File: src/rtl/alu_op_sequencer.sv
// alu_op_sequencer: command-side initiator for the binary ALU.
// Takes one tagged request at a time, drives the ALU enable/operation/operand
// interface until done (or a timeout), and returns the result with error flags
// rsp_err = {illegal opcode, divide-by-zero, timeout}.
// Optional build macro ALU_SEQ_PERF_EN adds perf_ops / perf_busy / perf_err counters.
module alu_op_sequencer #(
    parameter int TAG_W          = 4,
    parameter int TIMEOUT_CYCLES = 16
) (
    input  logic             clk,
    input  logic             reset,
    input  logic             cmd_valid,
    output logic             cmd_ready,
    input  logic [3:0]       cmd_op,
    input  logic [31:0]      cmd_a,
    input  logic [31:0]      cmd_b,
    input  logic [TAG_W-1:0] cmd_tag,
    output logic             rsp_valid,
    input  logic             rsp_ready,
    output logic [31:0]      rsp_result,
    output logic [TAG_W-1:0] rsp_tag,
    output logic [2:0]       rsp_err,
    output logic             alu_enable,
    output logic [3:0]       alu_operation,
    output logic [31:0]      alu_operand_a,
    output logic [31:0]      alu_operand_b,
    input  logic [31:0]      alu_result,
    input  logic             alu_done,
`ifdef ALU_SEQ_PERF_EN
    output logic [31:0]      perf_ops,
    output logic [31:0]      perf_busy,
    output logic [15:0]      perf_err,
`endif
    output logic             busy
);

    localparam int CNT_W = $clog2(TIMEOUT_CYCLES + 1);
    localparam logic [3:0] OP_DIV = 4'd3;
    localparam logic [3:0] OP_MAX = 4'd8;

    typedef enum logic [1:0] {IDLE, EXEC, RESP} state_t;

    state_t             state_reg, state_next;
    logic [CNT_W-1:0]   cnt_reg, cnt_next;
    logic               alu_enable_reg, alu_enable_next;
    logic [3:0]         alu_operation_reg, alu_operation_next;
    logic [31:0]        alu_operand_a_reg, alu_operand_a_next;
    logic [31:0]        alu_operand_b_reg, alu_operand_b_next;
    logic               rsp_valid_reg, rsp_valid_next;
    logic [31:0]        rsp_result_reg, rsp_result_next;
    logic [TAG_W-1:0]   rsp_tag_reg, rsp_tag_next;
    logic [2:0]         rsp_err_reg, rsp_err_next;
    logic               busy_reg, busy_next;
    logic               cmd_accept;

    // A done still high from the previous op must not look like completion of a new one
    assign cmd_ready  = (state_reg == IDLE) && !alu_done;
    assign cmd_accept = cmd_valid && cmd_ready;

    assign alu_enable    = alu_enable_reg;
    assign alu_operation = alu_operation_reg;
    assign alu_operand_a = alu_operand_a_reg;
    assign alu_operand_b = alu_operand_b_reg;
    assign rsp_valid     = rsp_valid_reg;
    assign rsp_result    = rsp_result_reg;
    assign rsp_tag       = rsp_tag_reg;
    assign rsp_err       = rsp_err_reg;
    assign busy          = busy_reg;

    // Next-state and next-output logic; every register holds unless a transition touches it
    always_comb begin
        state_next         = state_reg;
        cnt_next           = cnt_reg;
        alu_enable_next    = alu_enable_reg;
        alu_operation_next = alu_operation_reg;
        alu_operand_a_next = alu_operand_a_reg;
        alu_operand_b_next = alu_operand_b_reg;
        rsp_valid_next     = rsp_valid_reg;
        rsp_result_next    = rsp_result_reg;
        rsp_tag_next       = rsp_tag_reg;
        rsp_err_next       = rsp_err_reg;
        case (state_reg)
            IDLE: begin
                if (cmd_accept) begin
                    alu_operation_next = cmd_op;
                    alu_operand_a_next = cmd_a;
                    alu_operand_b_next = cmd_b;
                    rsp_tag_next       = cmd_tag;
                    cnt_next           = '0;
                    if (cmd_op <= OP_MAX) begin
                        alu_enable_next = 1'b1;
                        state_next      = EXEC;
                    end else begin
                        // Illegal opcode: answer immediately without touching the ALU
                        rsp_result_next = '0;
                        rsp_err_next    = 3'b100;
                        rsp_valid_next  = 1'b1;
                        state_next      = RESP;
                    end
                end
            end
            EXEC: begin
                if (alu_done) begin
                    rsp_result_next = alu_result;
                    rsp_err_next    = {1'b0, (alu_operation_reg == OP_DIV) && (alu_operand_b_reg == 32'd0), 1'b0};
                    rsp_valid_next  = 1'b1;
                    alu_enable_next = 1'b0;
                    state_next      = RESP;
                end else if (cnt_reg == CNT_W'(TIMEOUT_CYCLES - 1)) begin
                    rsp_result_next = '0;
                    rsp_err_next    = 3'b001;
                    rsp_valid_next  = 1'b1;
                    alu_enable_next = 1'b0;
                    state_next      = RESP;
                end else begin
                    cnt_next = cnt_reg + 1'b1;
                end
            end
            RESP: begin
                if (rsp_valid_reg && rsp_ready) begin
                    rsp_valid_next = 1'b0;
                    state_next     = IDLE;
                end
            end
            default: state_next = IDLE;
        endcase
        busy_next = (state_next != IDLE);
    end

    // State and registered-output update
    always_ff @(posedge clk or posedge reset) begin
        if (reset) begin
            state_reg         <= IDLE;
            cnt_reg           <= '0;
            alu_enable_reg    <= 1'b0;
            alu_operation_reg <= '0;
            alu_operand_a_reg <= '0;
            alu_operand_b_reg <= '0;
            rsp_valid_reg     <= 1'b0;
            rsp_result_reg    <= '0;
            rsp_tag_reg       <= '0;
            rsp_err_reg       <= '0;
            busy_reg          <= 1'b0;
        end else begin
            state_reg         <= state_next;
            cnt_reg           <= cnt_next;
            alu_enable_reg    <= alu_enable_next;
            alu_operation_reg <= alu_operation_next;
            alu_operand_a_reg <= alu_operand_a_next;
            alu_operand_b_reg <= alu_operand_b_next;
            rsp_valid_reg     <= rsp_valid_next;
            rsp_result_reg    <= rsp_result_next;
            rsp_tag_reg       <= rsp_tag_next;
            rsp_err_reg       <= rsp_err_next;
            busy_reg          <= busy_next;
        end
    end

`ifdef ALU_SEQ_PERF_EN
    logic [31:0] perf_ops_reg, perf_busy_reg;
    logic [15:0] perf_err_reg;

    assign perf_ops  = perf_ops_reg;
    assign perf_busy = perf_busy_reg;
    assign perf_err  = perf_err_reg;

    // Activity counters: ops and busy wrap, error count saturates
    always_ff @(posedge clk or posedge reset) begin
        if (reset) begin
            perf_ops_reg  <= '0;
            perf_busy_reg <= '0;
            perf_err_reg  <= '0;
        end else begin
            if (busy_reg)
                perf_busy_reg <= perf_busy_reg + 32'd1;
            if (rsp_valid_reg && rsp_ready) begin
                perf_ops_reg <= perf_ops_reg + 32'd1;
                if ((rsp_err_reg != 3'b000) && (perf_err_reg != 16'hFFFF))
                    perf_err_reg <= perf_err_reg + 16'd1;
            end
        end
    end
`endif

endmodule

File: config.mk
export PLATFORM = sky130hd
export DESIGN_NAME = alu_op_sequencer
export DESIGN_NICKNAME = d
export VERILOG_FILES = /design/src/rtl/alu_op_sequencer.sv
export SDC_FILE = /design/constraint.sdc
export NUM_CORES = 1
export LEC_CHECK = 0
export ABC_CLOCK_PERIOD_IN_PS = 3800
export BUFFER_PORTS_ARGS = -buffer_cell sky130_fd_sc_hd__buf_4
export CAP_MARGIN = 15
export CORE_MARGIN = 1
export CORE_UTILIZATION = 43
export CTS_BUF_LIST = sky130_fd_sc_hd__clkbuf_8
export CTS_CLUSTER_SIZE = 10
export DETAILED_ROUTE_END_ITERATION = 8
export HOLD_SLACK_MARGIN = 0.02
export MAX_ROUTING_LAYER = met4
export PLACE_DENSITY_LB_ADDON = 0.2
export SYNTH_ARGS = -nofsm -noshare
export SYNTH_HDL_FRONTEND = slang
export SYNTH_SLANG_ARGS = --single-unit
File: constraint.sdc
create_clock -name clk -period 3.8 [get_ports clk]
set_input_delay 0.57 -clock clk [delete_from_list [all_inputs] [get_ports clk]]
set_output_delay 0.57 -clock clk [all_outputs]
set_load 0.01 [all_outputs]
==> summary.md <==
| Metric | Value |
|---|---|
| Number of nets in the final layout | 778 |
| Portion of total power attributed to the clock network | 0.243 |
| Highest Clock Rate | 0.4124 GHz |
| Total chip power | 5.451 mW |
| Antenna diode instance count | 0 |
| Library cell with the highest instance count after synthesis | sky130_fd_sc_hd__nand2_1 |
| Measured slew at the worst slew-check pin | 0.8924 ns |
| Post-route clock period utilization | 0.6381 |
| Register clock-pin slew on the reported worst setup and hold paths | 0.07 ns |
| Number of library cell types mapped by synthesis | 37 |
| DRT iter0 DRCs | 179 |
| Antenna violations before repair | 0 |
| # port buffers | 219 |
| Die width | 105.3 um |
| GRT overflow | 0 |
| Crit end category | flop |
| Startpoint Class | flop |
| Wire length of the first global-routing pass | 19840 um |
| Clock latency of the later-clocked register in the worst-skew pair | 0.42 ns |
| Maximum fanout along the worst path | 20 |
| Library cell used as clock root buffer | sky130_fd_sc_hd__clkbuf_8 |
| Final max-slew violation count | 0 |
| Area of the multi-input gates | 1484 um2 |
| Area of all sequential standard cells | 2928 um2 |
| Internal power summed over all cells | 3.654 mW |
| Filler instances | 839 |
| Normalized max-slew margin | 0.4051 |
| Router iterations before antenna repair | 5 |
| Count of warnings emitted by yosys | 0 |
| Ratio of routed vias to standard cells | 4.871 |
| Leakage power | 3.727 nW |
| Flip-flop cell with the highest count after synthesis | sky130_fd_sc_hd__dfrtp_1 |
| Layout overhead on the synthesized area | 47.59% |
| Area contributors post-synth | sky130_fd_sc_hd__dfrtp_1 64%, sky130_fd_sc_hd__nand2_1 18%, sky130_fd_sc_hd__a22o_1 6.1%, sky130_fd_sc_hd__buf_2 1.6%, sky130_fd_sc_hd__buf_6 0.98% |
| Maximum buffer depth of the clock tree | 2 |
| Slack of the worst reg-to-reg path | 1.38 ns |
| Floorplan die area | 11090 um2 |
| Cells after synthesis | 450 |
| Setup Crit Path Kind | reg -> reg |
| Result of the run | finished, final reports clean |
| Switching share of power | 0.3296 |
| Fraction of synthesized cell area taken by the top area cell type | 0.6381 |
| Combinational power share | 0.359 |
| Vias after detailed routing | 3975 |
| Initial cell density of the core | 0.4444 |
| Detail-routed net length per standard cell | 14.95 um |
| Synthesized cell area | 4588 um2 |
| DRC violations left | 0 |
| Number of setup violations in the final report | 0 |
| Max VDD drop | 0.3746 mV |
| Net Count, Synth | 561 |
| WL final | 12200 um |
| Post-CTS setup buffer count | 0 |
| Sequential element share of the synthesized area | 0.6381 |
| Total Neg Setup Slack | 0 ns |
| Antenna-violating nets left | 0 |
| Post-synthesis cell type with the largest combined area | sky130_fd_sc_hd__dfrtp_1 |
| Hold Slack | 0.2872 ns |
| Fraction of layout cells with a size suffix above 1 | 0.3882 |
| Power density of the placed cells | 805.0 nW/um2 |
| Via count of the first global-routing pass | 4086 |
| Setup repair after global routing missed its margin | false |
| Reg power frac | 0.398 |
| Number of top-level design ports | 220 |
| Final hold violations | 0 |
| Half-perimeter wire length of the detailed placement result | 8474 um |
| Core ar. | 10320 um2 |
| Number of enable flip-flop cells after synthesis | 0 |
| Clock tree from TritonCTS | built |
| Clock buffer count from CTS | 17 |
| Maximum level of the CTS H-tree | 4 |
| Most numerous cell types in the synthesized netlist | 218 x sky130_fd_sc_hd__nand2_1, 117 x sky130_fd_sc_hd__dfrtp_1, 32 x sky130_fd_sc_hd__a22o_1 |
| Routability-driven placement congestion ratio | 0.7997 |
| Max cap viols | 0 |
| Vert. Die Dim | 105.3 um |
| CP required | 4.15 ns |
| Worst hold-check path type | in -> async |
| Crit path arrival time | 2.78 ns |
| Sinks on the clock net | 117 |
| Share of flip-flops with an asynchronous set or reset after synthesis | 1.000 |
| Largest clock skew in the final design | 0.009015 ns |
| Global router's overall resource usage | 0.2389 |
| Largest net degree at the start of global routing | 76 |
| Flip-flop and latch count after synthesis | 117 |
| Row Count | 37 |
| Switching power total | 1.797 mW |
| Average cell area after synthesis | 10.20 um2 |
| Hold-fix buffer count after cts | 0 |
| Number of instances resized during post-cts repair | 0 |
| Minimum period implied by the final worst setup slack | 2.425 ns |
-- power groups by stage --
stage                     Sequential [mW]  Combinational, mW  Clock (mW)
after floorplan                      2.37              0.667           0
after global routing                 2.24               2.15        1.41
final                                2.17               1.96        1.33
after global placement               2.17               1.94           0
after detailed placement             2.18               1.98           0
after CTS                            2.17               1.98        1.36
-- kinds of logic (layout without fill, tap and decap cells) --
logic type	after synthesis	count (layout)	synth area share
mux	1	1	0.002454
flops	117	117	0.6381
buf+inv	33	263	0.03845
fa+ha+maj	2	2	0.005453
simple gates	250	250	0.2296
compound gates	47	47	0.08590
-- metal layers --
| layer | routed length, um | global-route usage |
|---|---|---|
| met1 | 5330 | 0.2932 |
| met2 | 5773 | 0.3727 |
| met3 | 745 | 0.05566 |
| met4 | 353 | 0.1187 |
| met5 | 0 | - |
-- final cells by class --
| type | instances | area share |
|---|---|---|
| well taps | 136 | 0.02513 |
| clock inverters | 12 | 0.02956 |
| flip-flops and latches | 117 | 0.4324 |
| multi-input cells | 300 | 0.2191 |
| inverters | 6 | 0.003695 |
| repair buffers | 225 | 0.2494 |
| clock buffers | 20 | 0.04065 |
-- critical path, cell delays in order (launching register included) --
cell                      delay (ns)
sky130_fd_sc_hd__dfrtp_1        0.41
sky130_fd_sc_hd__ha_1           0.22
sky130_fd_sc_hd__and3_1         0.19
sky130_fd_sc_hd__ha_1           0.19
sky130_fd_sc_hd__or2_2          0.32
sky130_fd_sc_hd__a22oi_4        0.47
sky130_fd_sc_hd__buf_4          0.36
sky130_fd_sc_hd__a22o_1         0.20
-- layout by cell type (no fill, tap or decap), drive strengths merged, types with 2 or more instances in the layout --
cell and instances:
bufinv 5, clkbuf 20, o21ai 6, nand3 6, a21oi 2, or4b 2, nand2 218, or4 2
a22o 32, nor2b 2, ha 2, dfrtp 117, buf 225, clkinv 4, inv 6, and4 2
clkinvlp 3, nor4 6
-- per-stage QoR --
stage            util  cells  cell area [um2]  setup slack (ns)
4_1_cts        0.6559    816             6771             1.365
2_1_floorplan       -    450             4588            0.1292
5_1_grt        0.6559    816             6771             1.257
6_report       0.6559    816             6771             1.375
3_3_place_gp   0.6099    784             6296             1.163
3_5_place_dp   0.6099    784             6296             1.167
-- worst paths after layout --
path / startpoint / endpoint / cells past startpoint
max in group asynchronous: reset / alu_operand_b[4] / 3
worst min-delay path: reset / rsp_result[18] / 2
worst max register to register: cnt_reg[0] / rsp_result[13] / 7
worst min register to register: alu_operand_a[3] / alu_operand_a[3] / 2
worst max-delay path: cnt_reg[0] / rsp_result[13] / 7
min in group clk: cmd_a[30] / alu_operand_a[30] / 3
(Power assumes the default switching activity.)
